[src/rtl/fetch_if.sv]
// fetch_if: bundles the fetch stage's control inputs, its instruction-memory
// port and its IF/ID outputs.
//   master : the fetch stage (drives pc, imem_addr, IF/ID, status)
//   slave  : the surrounding pipeline / memory (drives control and imem_dout)
interface fetch_if #(
  parameter int unsigned ADDR_W = 10,
  parameter int unsigned CNT_W  = 16
);
  logic              stall;
  logic              branch_taken;
  logic [31:0]       branch_target;
  logic              jump;
  logic [31:0]       jump_target;
  logic              halt;
  logic [ADDR_W-1:0] imem_addr;
  logic [31:0]       imem_dout;
  logic [31:0]       pc;
  logic [31:0]       if_id_instr;
  logic [31:0]       if_id_pc4;
  logic              if_id_valid;
  logic              misalign_err;
  logic [CNT_W-1:0]  fetch_cnt;
  logic              halted;

  modport master (
    input  stall, branch_taken, branch_target, jump, jump_target, halt, imem_dout,
    output imem_addr, pc, if_id_instr, if_id_pc4, if_id_valid, misalign_err,
           fetch_cnt, halted
  );

  modport slave (
    output stall, branch_taken, branch_target, jump, jump_target, halt, imem_dout,
    input  imem_addr, pc, if_id_instr, if_id_pc4, if_id_valid, misalign_err,
           fetch_cnt, halted
  );
endinterface

[src/rtl/fetch_stage.sv]
// fetch_stage: MIPS instruction-fetch stage. Owns the PC, addresses the
// instruction memory and loads the IF/ID register; handles stall, jump/branch
// redirect with flush, halt, a sticky misaligned-target flag and a saturating
// fetch counter.
//   clk, reset : rising-edge clock, synchronous active-high reset
//   bus        : fetch_if.master (control in, imem port, IF/ID and status out)
module fetch_stage #(
  parameter logic [31:0] RESET_PC = 32'h0000_0000,
  parameter int unsigned ADDR_W   = 10,
  parameter int unsigned CNT_W    = 16
) (
  input  logic   clk,
  input  logic   reset,
  fetch_if.master bus
);

  localparam logic [CNT_W-1:0] CNT_MAX = '1;

  typedef enum logic [1:0] {
    BOOT   = 2'd0,
    RUN    = 2'd1,
    HALTED = 2'd2
  } state_t;

  state_t           state_q, state_d;
  logic [31:0]      pc_q, pc_d;
  logic [31:0]      instr_q, instr_d;
  logic [31:0]      pc4_q, pc4_d;
  logic             valid_q, valid_d;
  logic             mis_q, mis_d;
  logic [CNT_W-1:0] cnt_q, cnt_d;
  logic             halted_q;
  logic [31:0]      redirect_tgt;

  // State register
  always_ff @(posedge clk) begin
    if (reset) state_q <= BOOT;
    else       state_q <= state_d;
  end

  // Next-state and datapath next values; everything holds unless RUN acts
  always_comb begin
    state_d      = state_q;
    pc_d         = pc_q;
    instr_d      = instr_q;
    pc4_d        = pc4_q;
    valid_d      = valid_q;
    mis_d        = mis_q;
    cnt_d        = cnt_q;
    redirect_tgt = bus.jump ? bus.jump_target : bus.branch_target;

    case (state_q)
      BOOT: state_d = RUN;
      RUN: begin
        if (bus.halt) begin
          state_d = HALTED;
          valid_d = 1'b0;
          instr_d = 32'h0;
        end else if (bus.jump || bus.branch_taken) begin
          // Redirect beats stall: the wrong-path fetch is squashed regardless
          pc_d    = {redirect_tgt[31:2], 2'b00};
          valid_d = 1'b0;
          instr_d = 32'h0;
          pc4_d   = 32'h0;
          if (redirect_tgt[1:0] != 2'b00) mis_d = 1'b1;
        end else if (!bus.stall) begin
          instr_d = bus.imem_dout;
          pc4_d   = pc_q + 32'd4;
          valid_d = 1'b1;
          pc_d    = pc_q + 32'd4;
          if (cnt_q != CNT_MAX) cnt_d = cnt_q + CNT_W'(1);
        end
      end
      HALTED: state_d = HALTED;
      default: state_d = BOOT;
    endcase
  end

  // Datapath registers
  always_ff @(posedge clk) begin
    if (reset) begin
      pc_q     <= RESET_PC;
      instr_q  <= 32'h0;
      pc4_q    <= 32'h0;
      valid_q  <= 1'b0;
      mis_q    <= 1'b0;
      cnt_q    <= '0;
      halted_q <= 1'b0;
    end else begin
      pc_q     <= pc_d;
      instr_q  <= instr_d;
      pc4_q    <= pc4_d;
      valid_q  <= valid_d;
      mis_q    <= mis_d;
      cnt_q    <= cnt_d;
      halted_q <= (state_d == HALTED);
    end
  end

  // Word address wraps naturally by truncation to ADDR_W bits
  assign bus.imem_addr    = pc_q[ADDR_W+1:2];
  assign bus.pc           = pc_q;
  assign bus.if_id_instr  = instr_q;
  assign bus.if_id_pc4    = pc4_q;
  assign bus.if_id_valid  = valid_q;
  assign bus.misalign_err = mis_q;
  assign bus.fetch_cnt    = cnt_q;
  assign bus.halted       = halted_q;

endmodule

[src/flat_wrapper.sv]
// flat-port wrapper written by rule: the top's interface ports become plain ports
module fetch_stage_flat 
#(
  parameter logic [31:0] RESET_PC = 32'h0000_0000,
  parameter int unsigned ADDR_W   = 10,
  parameter int unsigned CNT_W    = 16
)
  (clk, reset, bus_stall, bus_branch_taken, bus_branch_target, bus_jump, bus_jump_target, bus_halt, bus_imem_dout, bus_imem_addr, bus_pc, bus_if_id_instr, bus_if_id_pc4, bus_if_id_valid, bus_misalign_err, bus_fetch_cnt, bus_halted);
  fetch_if #(.ADDR_W(ADDR_W), .CNT_W(CNT_W)) bus_i ();
  input  logic clk;
  input  logic reset;
  input wire logic [$bits(bus_i.stall)-1:0] bus_stall;
  input wire logic [$bits(bus_i.branch_taken)-1:0] bus_branch_taken;
  input wire logic [$bits(bus_i.branch_target)-1:0] bus_branch_target;
  input wire logic [$bits(bus_i.jump)-1:0] bus_jump;
  input wire logic [$bits(bus_i.jump_target)-1:0] bus_jump_target;
  input wire logic [$bits(bus_i.halt)-1:0] bus_halt;
  input wire logic [$bits(bus_i.imem_dout)-1:0] bus_imem_dout;
  output wire logic [$bits(bus_i.imem_addr)-1:0] bus_imem_addr;
  output wire logic [$bits(bus_i.pc)-1:0] bus_pc;
  output wire logic [$bits(bus_i.if_id_instr)-1:0] bus_if_id_instr;
  output wire logic [$bits(bus_i.if_id_pc4)-1:0] bus_if_id_pc4;
  output wire logic [$bits(bus_i.if_id_valid)-1:0] bus_if_id_valid;
  output wire logic [$bits(bus_i.misalign_err)-1:0] bus_misalign_err;
  output wire logic [$bits(bus_i.fetch_cnt)-1:0] bus_fetch_cnt;
  output wire logic [$bits(bus_i.halted)-1:0] bus_halted;
  assign bus_i.stall = bus_stall;
  assign bus_i.branch_taken = bus_branch_taken;
  assign bus_i.branch_target = bus_branch_target;
  assign bus_i.jump = bus_jump;
  assign bus_i.jump_target = bus_jump_target;
  assign bus_i.halt = bus_halt;
  assign bus_i.imem_dout = bus_imem_dout;
  assign bus_imem_addr = bus_i.imem_addr;
  assign bus_pc = bus_i.pc;
  assign bus_if_id_instr = bus_i.if_id_instr;
  assign bus_if_id_pc4 = bus_i.if_id_pc4;
  assign bus_if_id_valid = bus_i.if_id_valid;
  assign bus_misalign_err = bus_i.misalign_err;
  assign bus_fetch_cnt = bus_i.fetch_cnt;
  assign bus_halted = bus_i.halted;
  fetch_stage #(.RESET_PC(RESET_PC), .ADDR_W(ADDR_W), .CNT_W(CNT_W)) u_core (.clk(clk), .reset(reset), .bus(bus_i));
endmodule
[config.mk]
export PLATFORM = sky130hd
export DESIGN_NAME = fetch_stage_flat
export DESIGN_NICKNAME = d
export VERILOG_FILES = /design/src/rtl/fetch_if.sv /design/src/rtl/fetch_stage.sv /design/src/flat_wrapper.sv
export SDC_FILE = /design/constraint.sdc
export NUM_CORES = 1
export LEC_CHECK = 0
export ABC_AREA = 1
export ABC_CLOCK_PERIOD_IN_PS = 4400
export CELL_PAD_IN_SITES_DETAIL_PLACEMENT = 1
export CELL_PAD_IN_SITES_GLOBAL_PLACEMENT = 1
export CORE_MARGIN = 8
export CORE_UTILIZATION = 32
export DETAILED_ROUTE_END_ITERATION = 6
export PLACE_DENSITY_LB_ADDON = 0.1
export SLEW_MARGIN = 20
export SYNTH_ARGS = -nofsm -noshare
export SYNTH_HDL_FRONTEND = slang
export SYNTH_SLANG_ARGS = --single-unit
[constraint.sdc]
create_clock -name clk -period 4.4 [get_ports clk]
set_clock_uncertainty 0.1 [all_clocks]
set_input_delay 0.44 -clock clk [delete_from_list [all_inputs] [get_ports clk]]
set_output_delay 0.44 -clock clk [all_outputs]
set_load 0.05 [all_outputs]
### Word-level counts from Yosys, hierarchy flattened

Cells that the tools add are included.

| cells by class | value |
|---|---|
| $add $sub $neg | 2 |
| $mul | 0 |
| div/mod/pow operators | 0 |
| $lt $le $gt $ge | 0 |
| equality and inequality tests | 6 |
| shifts and indexed selects | 0 |
| muxes and demuxes | 12 |
| bitwise gates (word level) | 3 |
| reduce and logical (&&, ||, !) cells | 7 |

Operators by type and width:

| kind | count |
|---|---|
| $mux W32 | 7 |
| $add A32 B3 Y32 const B | 1 |
| $add A16 B1 Y16 const B | 1 |
| $ne A16 B16 Y1 const B | 1 |
| $pmux W2 S3 | 1 |
| $reduce_and A5 Y1 | 1 |
| $eq A2 B2 Y1 const B | 2 |
| $reduce_and A4 Y1 | 1 |
| $mux W1 | 3 |
| $ne A3 B1 Y1 const B | 1 |
| $not A1 Y1 | 3 |
| $reduce_and A3 Y1 | 1 |
| $eq A2 B1 Y1 const B | 1 |
| $logic_not A2 Y1 | 1 |
| $mux W2 | 1 |
| $ne A2 B1 Y1 const B | 1 |
| $reduce_and A2 Y1 | 1 |
| $reduce_bool A2 Y1 | 1 |
| $logic_or A1 B1 Y1 | 1 |

| word-level totals | value |
|---|---|
| register bits after elaboration | 117 |
| bits in latches | 0 |
| bits in writable memories | 0 |
| ROM bits | 0 |
| bits of input ports | 102 |
| output and inout port bits | 125 |
| logic and storage cells | 38 |
| memories kept | 0 |

### Depth between registers and ports, before layout

Gate-level depths: netlist of the first run.

| logic depth | value |
|---|---|
| depth in word-level cells | 3 |
| gate-level depth with buffers | 11 |
| depth with buffers taken out | 11 |

### Worst setup path before layout of the first run

Ideal clock, no wire load.

| timing path | value |
|---|---|
| path type | register to register |
| from | reg u_core.pc_q[2] (netlist: u_core.bus.pc[2]) |
| to | reg u_core.pc4_q[18] (netlist: u_core.bus.if_id_pc4[18]) |
| setup time | 0.070 ns |
| arrival | 1.882 ns |
| data required time | 4.230 ns |
| setup slack | 2.348 ns |
| stages on the path, launching flop included | 9 |
| path buffers | 0 |
| clock period less this slack | 2.052 ns |
| cells stage by stage | dfxtp_1 -> ha_1 -> nand2_1 -> nor2_2 -> nand2_2 -> nor2_1 -> xor2_1 -> nand2_1 -> a21oi_1 |

| on the way | value |
|---|---|
| longest elaborated chain between the ends | 3 |

RTL lines:

| element | line | RTL |
|---|---|---|
| start, declared | fetch_stage.sv:26 | `logic [31:0] pc_q, pc_d;` |
| start signal, assigned | fetch_stage.sv:90 | `pc_q <= pc_d;` |
| $add A32 B3 Y32 | fetch_stage.sv:68 | `pc4_d = pc_q + 32'd4;` |
| $mux W32 | fetch_stage.sv:66 | `end else if (!bus.stall) begin` |
| $mux W32 | fetch_stage.sv:59 | `end else if (bus.jump \|\| bus.branch_taken) begin` |
| end signal, assigned | fetch_stage.sv:92 | `pc4_q <= pc4_d;` |
| end, declared | fetch_stage.sv:28 | `logic [31:0] pc4_q, pc4_d;` |

Every way passes these cells. The select of a mux whose other input is x is not followed.
A chain may end at the register's enable or synchronous reset.

### Worst setup path in the final report of the first run

| timing path | value |
|---|---|
| from | in bus_jump |
| to | reg u_core.cnt_q[11] (netlist: u_core.bus.fetch_cnt[11]) |

| on the way | value |
|---|---|
| longest elaborated chain between the ends | 3 |

RTL lines:

| element | line | RTL |
|---|---|---|
| start, declared | flat_wrapper.sv:15 | `input wire logic [$bits(bus_i.jump)-1:0] bus_jump;` |
| $logic_or A1 B1 Y1 | fetch_stage.sv:59 |  |
| $not A1 Y1 (no line) | - |  |
| $reduce_and A5 Y1 (no line) | - |  |
| end signal, assigned | fetch_stage.sv:95 | `cnt_q <= cnt_d;` |
| end, declared | fetch_stage.sv:31 | `logic [CNT_W-1:0] cnt_q, cnt_d;` |

Every way passes these cells.

==> insert_results.sql, run 1 <==
INSERT INTO impl_metrics (metric_group, metric, value, unit) VALUES
('worst_setup_path', 'required_worst_endpoint', '4.65', 'ns'),
('synthesis', 'share_of_the_synthesized_area_in_the_top_cell_type', '40.88', '%'),
('pwr', 'switching_fraction_of_total_power', '26.32', '%'),
('synthesis', 'post_synth_fa_ha_maj_area_fraction', '0.4522', '%'),
('synthesis', 'synth_edf_count', '0', ''),
('pwr', 'comb_pwr_share', '14.0', '%'),
('floorplan', 'chipWidth', '147.5', 'um'),
('global_route', 'grt_overflow_total', '0', ''),
('route', 'antenna_left', '0', ''),
('global_route', 'grt_pass1_vias', '6211', ''),
('worst_setup_path', 'crit_family', 'simple AND/OR/NAND/NOR gates', ''),
('worst_setup_path', 'crit_path_top_delay_cell', 'clkdlybuf4s50_1', ''),
('cts', 'clock_transition_time_at_the_flip_flop_clock_pins_of_the_worst_setup_and_hold_paths', '0.06', 'ns'),
('synthesis', 'syn-cell-area', '5534', 'sq um'),
('global_route', 'largest_net_degree_at_the_start_of_global_routing', '70', ''),
('cts', 'root_buffer', 'clkbuf_16', ''),
('worst_setup_path', 'worstSetupPathType', 'in2reg', ''),
('synthesis', 'synth.ff_latch_count', '113', ''),
('synthesis', 'seq_area_frac_synth', '40.88', '%'),
('timing', 'max_slew.worst_pin.slew', '0.7762', 'ns'),
('timing', 'finalCriticalPeriod', '2.602', 'ns'),
('floorplan', 'design.die.area', '21760', 'sq um'),
('hold_path', 'start_point_of_the_worst_min_delay_path', 'u_core.bus.misalign_err', ''),
('cts', 'clock_tree_from_tritoncts', 'built', ''),
('pwr', 'internal_power', '2.141', 'mW'),
('route', 'drt-vias-per-instance', '4.847', ''),
('placement', 'place_congestion', '0.7850', ''),
('pwr', 'power_per_cell_area', '344.8', 'nW/um^2'),
('timing', 'hold_violations', '0', ''),
('synthesis', 'cell_taking_the_most_area_after_synthesis', 'dfxtp_1', ''),
('route', 'route.detailed.drc', '0', ''),
('timing', 'rsz0062_at_grt', 'false', ''),
('synthesis', 'synth_most_common_cell', 'nand2_1', ''),
('global_route', 'met1_usage', '23.17', '%'),
('floorplan', 'rows', '48', ''),
('cts', 'clk_path_buf_depth', '2', ''),
('placement', 'dp_hpwl', '15.17', 'mm'),
('synthesis', 'main_synth_ff_type', 'dfxtp_1', ''),
('timing', 'maxSlewHeadroom', '48.13', '%'),
('worst_setup_path', 'reg2reg_from', 'u_core.state_q[0]', ''),
('run_status', 'outcome', 'finished, final reports clean', ''),
('worst_setup_path', 'worstRegToRegCells', '8', ''),
('worst_setup_path', 'timing.rr.end', 'u_core.bus.fetch_cnt[11]', ''),
('cts', 'holdBufCountCts', '0', ''),
('route', 'drt-initial-drc-count', '265', ''),
('timing', 'post-route-worst-setup-slack', '1.798', 'ns'),
('route', 'dr_total_vias', '5991', ''),
('synthesis', 'synth_simple_gate_area_share', '28.31', '%'),
('synthesis', 'post_synthesis_async_set_or_reset_flop_share', '0', '%'),
('cts', 'clock-sinks', '113', ''),
('worst_setup_path', 'critical_path_buf_inv_count', '2', ''),
('placement', 'dp_cells', '1204', ''),
('synthesis', 'synthMuxAreaShare', '0', '%'),
('timing', 'final.period_utilization', '59.14', '%'),
('floorplan', 'top_level_ports', '227', ''),
('worst_setup_path', 'cp_cell_sequence', 'clkdlybuf4s50_1 -> nor2_8 -> nand2_4 -> nand3_4 -> nor2_4 -> nand2_2 -> inv_2 -> o21ai_0 -> a21oi_1', ''),
('cts', 'cts-buffers-inserted', '17', ''),
('global_route', 'grt-busiest-layer', 'met2', ''),
('hold_path', 'whs_path_depth', '2', ''),
('pwr', 'p_clk_share', '48.8', '%'),
('final_layout', 'final_design_area_excluding_fillers', '8428', 'sq um'),
('synthesis', 'synthesis.area_per_instance', '6.918', 'sq um'),
('cts', 'post-cts-setup-buffers', '0', ''),
('floorplan', 'dieHeight', '147.5', 'um'),
('pwr', 'max_rail_drop_vdd', '0.2535', 'mV'),
('synthesis', 'synth_xor_xnor_area_share', '1.583', '%'),
('run', 'maxCapViolCount', '0', ''),
('pwr', 'p_leak', '2.980', 'nW'),
('worst_setup_path', 'cp.arrival', '2.85', 'ns'),
('worst_setup_path', 'timing.critical_path.depth', '9', ''),
('global_route', 'globalRouteMet2Util', '30.99', '%');
-- sequential cells by signal, summed over array words and instances, names as in the netlist --
register and flops:
u_core.bus.halted 1, u_core.bus.if_id_valid 1, u_core.bus.pc 30, u_core.bus.if_id_pc4 30
u_core.bus.if_id_instr 32, u_core.bus.fetch_cnt 16, u_core.state_q 2, u_core.bus.misalign_err 1
-- cells by family (layout without fill, tap and decap cells) --
| logic type | Yosys count | count (layout) |
|---|---|---|
| xor gates and xnor gates | 10 | 10 |
| other | 1 | 4 |
| and+or+nand+nor | 370 | 370 |
| buffers and inverters | 118 | 326 |
| DFF | 113 | 113 |
| AOI/OAI and AO/OA | 186 | 186 |
| adders and majority gates | 2 | 2 |
-- metal layers --
metal / part of all wire (%) / vias up
li1: - / 3001
met1: 44 / 2809
met2: 47 / 160
met3: 7.9 / 21
met4: 1.1 / 0
met5: 0 / -
-- final cells by class --
type	instances	area (sq um)
multi-input combinational	572	2759
inverter	66	247.7
clock inverter	7	97.59
timing repair buffer	228	2265
tap	225	281.5
sequential	113	2262
clock buffer	25	515.5
fill	2171	8688
-- worst max-delay path by stage --
| stage | slack, ns | end |
|---|---|---|
| finish | 1.80 | u_core.bus.fetch_cnt[11] |
| global route | 1.61 | u_core.bus.fetch_cnt[8] |
| CTS | 1.73 | u_core.bus.fetch_cnt[11] |
| detailed placement | 1.29 | u_core.bus.fetch_cnt[11] |
| global placement | 1.41 | u_core.bus.fetch_cnt[11] |
| floorplan | 2.35 | u_core.bus.if_id_pc4[18] |
-- power groups by stage --
stage | logic [mW] | registers, mW | clock network [mW]
4_1_cts | 0.411 | 1.08 | 1.45
2_1_floorplan | 0.154 | 1.17 | 0
5_1_grt | 0.436 | 1.08 | 1.50
3_3_place_gp | 0.405 | 1.10 | 0
3_5_place_dp | 0.410 | 1.10 | 0
6_report | 0.406 | 1.08 | 1.42
-- worst register-to-register path: stages (launching register included) --
cell     delay [ns]
dfxtp_1        0.36
inv_1          0.08
nor2_4         0.13
nand3_4        0.11
nor2_4         0.60
nand2_2        0.43
inv_2          0.24
o21ai_0        0.12
a21oi_1        0.12
-- placed cells by master (no fill, tap or decap), types with 6 or more instances in the layout --
cell             instances
a31oi_1                  6
buf_4                    7
dfxtp_1                113
inv_1                   65
clkbuf_8                 6
nand3_1                 47
a22o_1                   6
nor3_1                   8
o21ai_0                 36
clkbuf_16               17
nor2_1                  61
nor2_2                   7
clkdlybuf4s50_1        221
xor2_1                   8
a21oi_1                 98
a22oi_1                 21
nand2_1                229
Note: power is estimated with default switching activity, not from simulation.
==> run 2, diff against run 1 <==
--- a/config.mk
+++ b/config.mk
@@ -6,11 +6,11 @@
 export NUM_CORES = 1
 export LEC_CHECK = 0
 export ABC_AREA = 1
-export ABC_CLOCK_PERIOD_IN_PS = 4400
+export ABC_CLOCK_PERIOD_IN_PS = 2400
 export CELL_PAD_IN_SITES_DETAIL_PLACEMENT = 1
 export CELL_PAD_IN_SITES_GLOBAL_PLACEMENT = 1
 export CORE_MARGIN = 8
-export CORE_UTILIZATION = 32
+export CORE_UTILIZATION = 30
 export DETAILED_ROUTE_END_ITERATION = 6
 export PLACE_DENSITY_LB_ADDON = 0.1
 export SLEW_MARGIN = 20
==> constraint.sdc (replaced) <==
create_clock -name clk -period 2.4 [get_ports clk]
set_clock_uncertainty 0.1 [all_clocks]
set_input_delay 0.24 -clock clk [delete_from_list [all_inputs] [get_ports clk]]
set_output_delay 0.24 -clock clk [all_outputs]
set_load 0.05 [all_outputs]
==> run 2 against run 1 <==
Compared with the run above: register-to-register slack worse by 1.7 ns; global-route usage down 0.81 points; cell area up 1.3%; critical path depth is 8 lower; first-iteration DRC count shrank 15%; combinational power rose by 88%; highest routed layer unchanged.
==> insert_results.sql, run 2 (synthesized netlist as in run 1, its figures left out) <==
INSERT INTO impl_metrics (metric_group, metric, value, unit) VALUES
('route', 'drt-pass1-iter-count', '4', ''),
('global_route', 'largest_net_degree_at_the_start_of_global_routing', '67', ''),
('pwr', 'switching_fraction_of_total_power', '27.58', '%'),
('global_route', 'antenna_found_initial', '0', ''),
('pwr', 'fin_total_pwr', '5.298', 'mW'),
('route', 'post_drt_wl_per_cell', '16.73', 'um'),
('final_layout', 'core_utilization_of_the_finished_layout', '47.36', '%'),
('timing', 'rsz0062_at_grt', 'false', ''),
('final_layout', 'final_net_count', '1112', ''),
('timing', 'max_slew.worst_pin.slew', '0.5909', 'ns'),
('pwr', 'power_per_cell_area', '620.6', 'nW/um^2'),
('worst_setup_path', 'crit_path_end_kind', 'primary output', ''),
('route', 'drt-vias-per-instance', '4.733', ''),
('final_layout', 'largest_register_ffs', '32', ''),
('pwr', 'max_rail_drop_vdd', '0.5018', 'mV'),
('timing', 'final.period_utilization', '89.54', '%'),
('worst_setup_path', 'reg2reg_from', 'u_core.bus.pc[3]', ''),
('cts', 'cts-buffers-inserted', '17', ''),
('final_layout', 'layout_common_cells', '229 x nand2_1, 221 x clkdlybuf4s50_1, 113 x dfxtp_1, 98 x a21oi_1, 65 x inv_1', ''),
('pwr', 'p_leak', '3.029', 'nW'),
('worst_setup_path', 'max_stage_delay', '0.93', 'ns'),
('cts', 'holdBufCountCts', '0', ''),
('cts', 'clock_transition_time_at_the_flip_flop_clock_pins_of_the_worst_setup_and_hold_paths', '0.05', 'ns'),
('worst_setup_path', 'crit_path_top_delay_cell', 'clkdlybuf4s50_1', ''),
('worst_setup_path', 'required_worst_endpoint', '2.06', 'ns'),
('timing', 'total_negative_setup_slacks', '0', 'ns'),
('global_route', 'grt_pass1_vias', '6155', ''),
('global_route', 'grt_first_pass_wirelength', '34.17', 'mm'),
('floorplan', 'initial_utilization', '30.70', '%'),
('timing', 'fin_hold_ws', '0.1290', 'ns'),
('placement', 'io_buffers', '222', ''),
('cts', 'post-cts-setup-buffers', '0', ''),
('route', 'postRouteWirelength', '20.91', 'mm'),
('final_layout', 'flow.area_growth_from_synthesis', '54.26', '%'),
('cts', 'root_buffer', 'clkbuf_16', ''),
('run', 'maxCapViolCount', '0', ''),
('final_layout', 'drive_above_1_share', '6.758', '%'),
('global_route', 'grt_overflow_total', '0', ''),
('worst_setup_path', 'worstSetupStartpointType', 'flop', ''),
('floorplan', 'dieHeight', '151.8', 'um'),
('worst_setup_path', 'worstSetupPathType', 'reg2out', ''),
('route', 'route.detailed.drc', '0', ''),
('floorplan', 'design.die.area', '23050', 'sq um'),
('pwr', 'internal_power', '3.837', 'mW'),
('pwr', 'p_clk_share', '48.2', '%'),
('timing', 'hold_violations', '0', ''),
('cts', 'clock_tree_from_tritoncts', 'built', ''),
('timing', 'finalCriticalPeriod', '2.149', 'ns'),
('cts', 'clock_tree.htree_level_count', '4', ''),
('timing', 'maxSlewViolCount', '0', ''),
('floorplan', 'chipWidth', '151.8', 'um'),
('cts', 'clock-sinks', '113', ''),
('timing', 'timing.final.setup_violations', '0', ''),
('run_status', 'outcome', 'finished, final reports clean', ''),
('cts', 'cts_resized', '0', ''),
('cts', 'clock_insertion_delay_worst_skew', '0.42', 'ns'),
('worst_setup_path', 'cp.arrival', '1.81', 'ns'),
('hold_path', 'whs_path_depth', '2', ''),
('final_layout', 'most_common_library_cell_in_the_layout_ignoring_fill_and_taps', 'nand2_1', ''),
('worst_setup_path', 'critical_path_peak_fanout', '6', ''),
('floorplan', 'floorplan.core_area', '18020', 'sq um'),
('pwr', 'switchingPower', '1.461', 'mW'),
('worst_setup_path', 'worstRegToRegCells', '8', ''),
('route', 'antenna_left', '0', ''),
('worst_setup_path', 'timing.rr.end', 'u_core.bus.if_id_pc4[16]', ''),
('worst_setup_path', 'crit_family', 'buffers and inverters', ''),
('hold_path', 'min_to', 'u_core.state_q[0]', ''),
('timing', 'post-route-worst-setup-slack', '0.2511', 'ns'),
('timing', 'maxSlewHeadroom', '60.48', '%'),
('final_layout', 'diodes', '0', ''),
('placement', 'dp_hpwl', '15.64', 'mm'),
('floorplan', 'rows', '49', ''),
('route', 'drt-initial-drc-count', '226', ''),
('worst_setup_path', 'critical_path_buf_inv_count', '1', ''),
('final_layout', 'filler_cells_inserted', '2257', ''),
('pwr', 'comb_pwr_share', '14.4', '%'),
('route', 'dr_total_vias', '5916', ''),
('placement', 'place_congestion', '0.7799', ''),
('placement', 'dp_worst_setup_slack', '0.1743', 'ns'),
('worst_setup_path', 'regToRegSetupSlack', '0.36', 'ns'),
('worst_setup_path', 'cp_cell_sequence', 'clkdlybuf4s50_1', ''),
('global_route', 'grt_use_total', '18.17', '%'),
('hold_path', 'start_point_of_the_worst_min_delay_path', 'reset', ''),
('timing', 'fmax', '465.3', 'MHz'),
('pwr', 'seq_power_share', '37.4', '%'),
('floorplan', 'top_level_ports', '227', ''),
('cts', 'clk_path_buf_depth', '2', ''),
('hold_path', 'hold_path.class', 'in2reg', '');
run 2: cell count changes in the layout (fill, tap and decap cells not counted), sizes merged:
cell / previous run / this run
inv: 66 / 67
clkinvlp: 2 / 3
clkbuf: 25 / 21
clkinv: 3 / 5
buf: 7 / 17
run 2: worst max path at each step:
stage / from / endpoint / slack [ns] / cells past startpoint
2_1_floorplan: u_core.bus.pc[2] / u_core.bus.if_id_pc4[18] / 0.35 / 8
6_report: u_core.bus.pc[20] / bus_pc[20] / 0.25 / 1
4_1_cts: u_core.bus.pc[20] / bus_pc[20] / 0.24 / 1
3_3_place_gp: bus_jump / u_core.bus.fetch_cnt[3] / 0.26 / 10
3_5_place_dp: bus_jump / u_core.bus.fetch_cnt[10] / 0.17 / 10
5_1_grt: u_core.bus.pc[3] / u_core.bus.if_id_pc4[16] / 0.12 / 8
run 2: routing by layer:
| layer | wire length (um) | vias to the layer above | global-route usage, % |
|---|---|---|---|
| met1 | 9567 | 2743 | 22.22 |
| met5 | 0 | - | 0 |
| met3 | 1409 | 18 | 6.633 |
| li1 | - | 3022 | - |
| met2 | 9726 | 133 | 29.41 |
| met4 | 206 | 0 | 5.045 |
run 2: layout make-up:
class	instances	area [sq um]	share of cell area, %
Timing Repair Buffer	238	2390	27.99
Sequential cell	113	2262	26.50
Clock buffer	21	460.4	5.394
Inverter	66	247.7	2.902
Clock inverter	11	131.4	1.539
Tap cell	229	286.5	3.356
Multi-Input combinational cell	572	2759	32.32
run 2: stage by stage:
stage | area [sq um] | instances
5_1_grt | 8537 | 1250
3_5_place_dp | 7945 | 1218
4_1_cts | 8537 | 1250
2_1_floorplan | 5545 | 803
6_report | 8537 | 1250
3_3_place_gp | 7945 | 1218
run 2: power groups by stage:
stage	logic, mW	registers [mW]	clock network [mW]
final	0.765	1.98	2.55
after global routing	0.822	1.99	2.71
after global placement	0.768	2.02	0
after detailed placement	0.772	2.02	0
after CTS	0.776	1.98	2.61
after floorplan	0.283	2.15	0
==> run 3, diff against run 2 <==
--- a/config.mk
+++ b/config.mk
@@ -11,8 +11,9 @@
 export CELL_PAD_IN_SITES_GLOBAL_PLACEMENT = 1
 export CORE_MARGIN = 8
 export CORE_UTILIZATION = 30
+export CTS_CLUSTER_SIZE = 10
 export DETAILED_ROUTE_END_ITERATION = 6
-export PLACE_DENSITY_LB_ADDON = 0.1
+export PLACE_DENSITY_LB_ADDON = 0.3
 export SLEW_MARGIN = 20
 export SYNTH_ARGS = -nofsm -noshare
 export SYNTH_HDL_FRONTEND = slang
==> run 3 against run 2 <==
Compared with the run above: first-iteration DRC count shrank 30%; largest cell class unchanged; combinational power grew 0.9%; utilization about the same; global-route usage is 0.31 points higher; largest power group unchanged; clock power up 3%; die area stayed put; sequential share of layout area hardly changed; clock-buffer cell count up 2; wire length increased by 2.9%; cell area about the same; register-to-register slack got worse by 0.06 ns.
==> insert_results.sql, run 3 (synthesized netlist as in run 1, its figures left out) <==
INSERT INTO impl_metrics (metric_group, metric, value, unit) VALUES
('placement', 'io_buffers', '222', ''),
('floorplan', 'floorplan.core_area', '18020', 'sq um'),
('worst_setup_path', 'cp.arrival', '1.85', 'ns'),
('route', 'drt-pass1-iter-count', '4', ''),
('pwr', 'p_leak', '3.036', 'nW'),
('final_layout', 'most_common_library_cell_in_the_layout_ignoring_fill_and_taps', 'nand2_1', ''),
('timing', 'maxSlewHeadroom', '58.67', '%'),
('route', 'route.detailed.drc', '0', ''),
('final_layout', 'diodes', '0', ''),
('worst_setup_path', 'crit_family', 'buffers and inverters', ''),
('timing', 'fin_hold_ws', '0.2824', 'ns'),
('timing', 'timing.final.setup_violations', '0', ''),
('global_route', 'largest_net_degree_at_the_start_of_global_routing', '70', ''),
('floorplan', 'chipWidth', '151.8', 'um'),
('floorplan', 'dieHeight', '151.8', 'um'),
('timing', 'maxSlewViolCount', '0', ''),
('global_route', 'grt_use_total', '18.48', '%'),
('timing', 'max_slew.worst_pin.slew', '0.6192', 'ns'),
('floorplan', 'rows', '49', ''),
('worst_setup_path', 'worstSetupStartpointType', 'flop', ''),
('worst_setup_path', 'required_worst_endpoint', '2.06', 'ns'),
('worst_setup_path', 'critical_path_peak_fanout', '8', ''),
('global_route', 'grt_overflow_total', '0', ''),
('worst_setup_path', 'cp_cell_sequence', 'clkdlybuf4s50_1', ''),
('placement', 'dp_hpwl', '15.99', 'mm'),
('cts', 'cts_resized', '0', ''),
('final_layout', 'largest_register_ffs', '32', ''),
('final_layout', 'layout_common_cells', '229 x nand2_1, 221 x clkdlybuf4s50_1, 113 x dfxtp_1, 98 x a21oi_1, 65 x inv_1', ''),
('cts', 'clock_tree.htree_level_count', '4', ''),
('run', 'maxCapViolCount', '0', ''),
('cts', 'clock_tree_from_tritoncts', 'built', ''),
('worst_setup_path', 'max_stage_delay', '0.89', 'ns'),
('cts', 'root_buffer', 'clkbuf_16', ''),
('cts', 'clock_transition_time_at_the_flip_flop_clock_pins_of_the_worst_setup_and_hold_paths', '0.05', 'ns'),
('final_layout', 'final_net_count', '1109', ''),
('worst_setup_path', 'critical_path_buf_inv_count', '1', ''),
('global_route', 'grt_pass1_vias', '6430', ''),
('cts', 'cts-buffers-inserted', '17', ''),
('route', 'drt-vias-per-instance', '4.880', ''),
('timing', 'total_negative_setup_slacks', '0', 'ns'),
('cts', 'clk_path_buf_depth', '2', ''),
('floorplan', 'initial_utilization', '30.70', '%'),
('route', 'drt-initial-drc-count', '158', ''),
('placement', 'place_congestion', '0.7862', ''),
('worst_setup_path', 'worstSetupPathType', 'reg2out', ''),
('cts', 'clock-sinks', '113', ''),
('final_layout', 'area_of_combinational_cells_with_multiple_inputs', '2759', 'sq um'),
('route', 'postRouteWirelength', '21.51', 'mm'),
('route', 'post_drt_wl_per_cell', '17.25', 'um'),
('timing', 'hold_violations', '0', ''),
('cts', 'clock_insertion_delay_worst_skew', '0.41', 'ns'),
('pwr', 'power_per_cell_area', '630.1', 'nW/um^2'),
('route', 'antenna_left', '0', ''),
('placement', 'dp_cells', '1214', ''),
('pwr', 'max_rail_drop_vdd', '0.5749', 'mV'),
('route', 'dr_total_vias', '6085', ''),
('run_status', 'outcome', 'finished, final reports clean', ''),
('floorplan', 'top_level_ports', '227', ''),
('final_layout', 'instances_no_fill', '1247', ''),
('timing', 'rsz0062_at_grt', 'false', ''),
('timing', 'finalCriticalPeriod', '2.187', 'ns'),
('final_layout', 'drive_above_1_share', '6.385', '%'),
('final_layout', 'flow.area_growth_from_synthesis', '54.35', '%'),
('worst_setup_path', 'crit_path_end_kind', 'primary output', ''),
('worst_setup_path', 'crit_path_top_delay_cell', 'clkdlybuf4s50_1', ''),
('global_route', 'antenna_found_initial', '0', ''),
('hold_path', 'hold_path.class', 'in2reg', ''),
('global_route', 'grt_first_pass_wirelength', '34.73', 'mm'),
('timing', 'final.period_utilization', '91.14', '%'),
('timing', 'fmax', '457.1', 'MHz'),
('final_layout', 'ff_latch_area', '2262', 'sq um'),
('final_layout', 'filler_cells_inserted', '2272', ''),
('floorplan', 'design.die.area', '23050', 'sq um');
[run 3: changes by cell type in the layout (fill, tap and decap cells not counted)]
cell	change
clkinvlp_4	-1
inv_6	-1
clkinv_2	+2
bufinv_16	+1
clkbuf_8	+2
clkinv_4	-3
dlygate4sd3_1	+1
buf_4	-4
[run 3: worst paths after layout]
kind | startpoint | to | slack, ns | cells past startpoint
setup / recovery | u_core.bus.pc[6] | bus_pc[6] | 0.21 | 1
hold / removal | bus_imem_dout[29] | u_core.bus.if_id_instr[29] | 0.28 | 3
setup reg to reg | u_core.bus.fetch_cnt[0] | u_core.bus.fetch_cnt[11] | 0.30 | 8
hold reg to reg | u_core.bus.misalign_err | u_core.bus.misalign_err | 0.36 | 2
[run 3: worst reg2reg max path, cell delays in order, from the launching register on]
cell	delay, ns
dfxtp_1	0.44
ha_1	0.24
nand3_1	0.13
nor2_1	0.21
nand3_1	0.15
nand2_2	0.37
inv_2	0.15
o21ai_0	0.11
a21oi_1	0.08
[run 3: area by class of cell]
type / instances / share of cell area, %
Tap cell: 229 / 3.354
Inverter: 66 / 2.900
Multi-Input combinational cell: 572 / 32.30
Clock buffer: 23 / 5.713
Clock inverter: 9 / 1.509
Sequential cell: 113 / 26.48
Timing Repair Buffer: 235 / 27.74
[run 3: power by group]
part	switching, mW	leakage [nW]	internal [mW]
registers	0.0556	0.914	1.92
logic	0.447	1.82	0.325
clock network	0.892	0.299	1.74
[run 3: timing repair]
action,4_1_cts,5_1_grt
hold buffers,1,0
buffers inserted,0,0
hold endpoints to repair,9,0
[run 3: routing by layer]
metal,GRT usage (%),wire (um),share of wire (%),up-vias
met2,31.39,10310,48,152
met1,21.33,9348,43,2883
met4,6.836,452,2.1,0
met3,5.871,1403,6.5,30
li1,-,-,-,3020
met5,0,0,0,-
[run 3: stage by stage]
stage | setup slack (ns) | util [%] | instance area (sq um) | total power [mW]
final | 0.2125 | 47.39 | 8542 | 5.382
after global routing | 0.09481 | 47.39 | 8542 | 5.597
after CTS | 0.1810 | 47.39 | 8542 | 5.446
after detailed placement | 0.1758 | 43.91 | 7915 | 2.794
after global placement | 0.2657 | 43.91 | 7915 | 2.785
after floorplan | 0.3479 | - | 5545 | 2.436
==> variant: new RTL, flow settings as in run 2 <==
`CNT_W` is set to 16 in 3 places; all go to 12.
--- a/src/rtl/fetch_if.sv
+++ b/src/rtl/fetch_if.sv
@@ -4,7 +4,7 @@
 //   slave  : the surrounding pipeline / memory (drives control and imem_dout)
 interface fetch_if #(
   parameter int unsigned ADDR_W = 10,
-  parameter int unsigned CNT_W  = 16
+  parameter int unsigned CNT_W  = 12
 );
   logic              stall;
   logic              branch_taken;
--- a/src/rtl/fetch_stage.sv
+++ b/src/rtl/fetch_stage.sv
@@ -7,7 +7,7 @@
 module fetch_stage #(
   parameter logic [31:0] RESET_PC = 32'h0000_0000,
   parameter int unsigned ADDR_W   = 10,
-  parameter int unsigned CNT_W    = 16
+  parameter int unsigned CNT_W    = 12
 ) (
   input  logic   clk,
   input  logic   reset,
--- a/src/flat_wrapper.sv
+++ b/src/flat_wrapper.sv
@@ -3,7 +3,7 @@
 #(
   parameter logic [31:0] RESET_PC = 32'h0000_0000,
   parameter int unsigned ADDR_W   = 10,
-  parameter int unsigned CNT_W    = 16
+  parameter int unsigned CNT_W    = 12
 )
   (clk, reset, bus_stall, bus_branch_taken, bus_branch_target, bus_jump, bus_jump_target, bus_halt, bus_imem_dout, bus_imem_addr, bus_pc, bus_if_id_instr, bus_if_id_pc4, bus_if_id_valid, bus_misalign_err, bus_fetch_cnt, bus_halted);
   fetch_if #(.ADDR_W(ADDR_W), .CNT_W(CNT_W)) bus_i ();
Ports: changed (resized bus_fetch_cnt); port bits go from 227 to 223. The function was not compared with the original's and may differ.
==> variant against run 2 <==
- routed wire length about the same
- worst setup slack better by 0.019 ns
- synthesized area down 5.8%
- via count down 3.0%
- design area down 7.8%
- critical endpoint is now bus_pc[18]
- core utilization down 1.4 points
- total power down 15%
- critical path type unchanged
- highest routed layer unchanged
- sequential cell count down 4
- worst hold slack better by 0.13 ns
==> variant: results (changes against run 2) <==
| Result | Reported | Unit | Delta |
| --- | --- | --- | --- |
| Post-Synth XOR/XNOR Area | 2.18 | % | was 1.58% |
| Clock Pin Slew Worst Setup and Hold Paths | 0.07 | ns | was 0.05 ns |
| Cell types occupying the most area after synthesis | sky130_fd_sc_hd__dfxtp_1 (42%), sky130_fd_sc_hd__nand2_1 (14%), sky130_fd_sc_hd__a21oi_1 (9.9%), sky130_fd_sc_hd__nor2_1 (4.9%), sky130_fd_sc_hd__nand3_1 (4.6%) | - | was sky130_fd_sc_hd__dfxtp_1 (41%), sky130_fd_sc_hd__nand2_1 (16%), sky130_fd_sc_hd__a21oi_1 (8.9%), sky130_fd_sc_hd__inv_1 (4.4%), sky130_fd_sc_hd__nand3_1 (4.3%) |
| Share of layout cells above drive strength 1 | 4.65 | % | was 6.76% |
| Critical path's largest stage delay | 0.89 | ns | was 0.93 ns |
| Pin count of the biggest net entering global routing | 57 | - | was 67 |
| Fillers | 2122 | - | was 2257 |
| Clk_lat worst skew | 0.35 | ns | was 0.42 ns |
| Number of port buffers | 218 | - | was 222 |
| Via count | 5737 | - | was 5916 |
| Detailed Place HPWL | 16.1 | mm | was 15.6 mm |
| # nets final | 1045 | - | was 1112 |
| Antenna violations before repair | 0 | - | unchanged |
| Yosys cell types | 36 | - | was 41 |
| Synthesized-area fraction occupied by ao, oa, aoi and oai cells | 21.0 | % | was 19.2% |
| Drt initial violations | 188 | - | was 226 |
| Maximum fanout along the worst path | 7 | - | was 6 |
| Worst voltage drop across the vdd grid | 0.000322 | V | was 0.000502 V |
| Via count of the first global-routing pass | 6167 | - | was 6155 |
| Part of the Yosys area used for sequential elements | 41.9 | % | was 40.9% |
| Number of buffers created by CTS | 9 | - | was 17 |
| Worst slack after detailed placement | 0.200 | ns | was 0.174 ns |
| Result of the run | finished, final reports clean | - | unchanged |
| Adder and majority cell fraction of the synthesized area | 0.480 | % | was 0.452% |
| Ranking of synthesized cells by instance count | sky130_fd_sc_hd__nand2_1 (189), sky130_fd_sc_hd__dfxtp_1 (109), sky130_fd_sc_hd__a21oi_1 (103), sky130_fd_sc_hd__nor2_1 (68), sky130_fd_sc_hd__nand3_1 (48) | - | was sky130_fd_sc_hd__nand2_1 (229), sky130_fd_sc_hd__dfxtp_1 (113), sky130_fd_sc_hd__a21oi_1 (98), sky130_fd_sc_hd__inv_1 (65), sky130_fd_sc_hd__nor2_1 (62) |
| Worst Max-Slew Pin Slew | 0.578 | ns | was 0.591 ns |
| Routability-driven placement congestion ratio | 0.806 | - | was 0.780 |
==> variant: path summary, 6_finish.rpt <==
kind / endpoint / cells after the start / slack [ns] / from
max: bus_pc[18] / 1 / 0.27 / u_core.bus.pc[18]$_SDFFE_PP0P_
min: u_core.state_q[0]$_SDFF_PP0_ / 2 / 0.26 / reset
max reg2reg: u_core.bus.fetch_cnt[5]$_SDFFE_PP0P_ / 8 / 0.39 / u_core.bus.fetch_cnt[0]$_SDFFE_PP0P_
min reg2reg: u_core.bus.if_id_instr[5]$_SDFFE_PP0P_ / 2 / 0.36 / u_core.bus.if_id_instr[5]$_SDFFE_PP0P_
==> variant: cell type report <==
cell class / count / area share (%)
clock buffer: 9 / 2.86
inverter: 51 / 2.43
tap: 225 / 3.58
multi-input combinational: 536 / 32.7
timing repair buffer: 234 / 29.7
sequential: 109 / 27.7
clock inverter: 7 / 1.03
==> variant: power by group <==
part           switching, mW  total, mW  internal, mW  leakage, nW
Clock                  0.748       1.58         0.828        0.152
Combinational          0.575      0.957         0.382         1.78
Sequential            0.0762       1.95          1.88        0.885
Total                   1.40       4.49          3.09         2.81
==> variant: stage by stage <==
stage	hold slack (ns)	cell area (µm²)	instances
6_report	0.261	7870	1171
5_1_grt	0.276	7870	1171
4_1_cts	0.251	7870	1171
3_5_place_dp	0.356	7560	1155
3_3_place_gp	0.349	7560	1155
2_1_floorplan	0.284	5220	747
==> variant: logic make-up after synthesis <==
kind of cell               after synthesis
AOI/OAI and AO/OA                      192
xor gates and xnor gates                13
adders and majority gates                2
buffers and inverters                  102
DFF                                    109
other                                    1
and+or+nand+nor                        325
==> variant: routing by layer <==
metal  global-route usage, %  up-vias  routed length [µm]
met3                    5.01       19                1190
met1                    22.5     2742                9150
met2                    33.1      134               10300
li1                        -     2842                   -
met4                    4.23        0                 230
met5                       0        -                   0
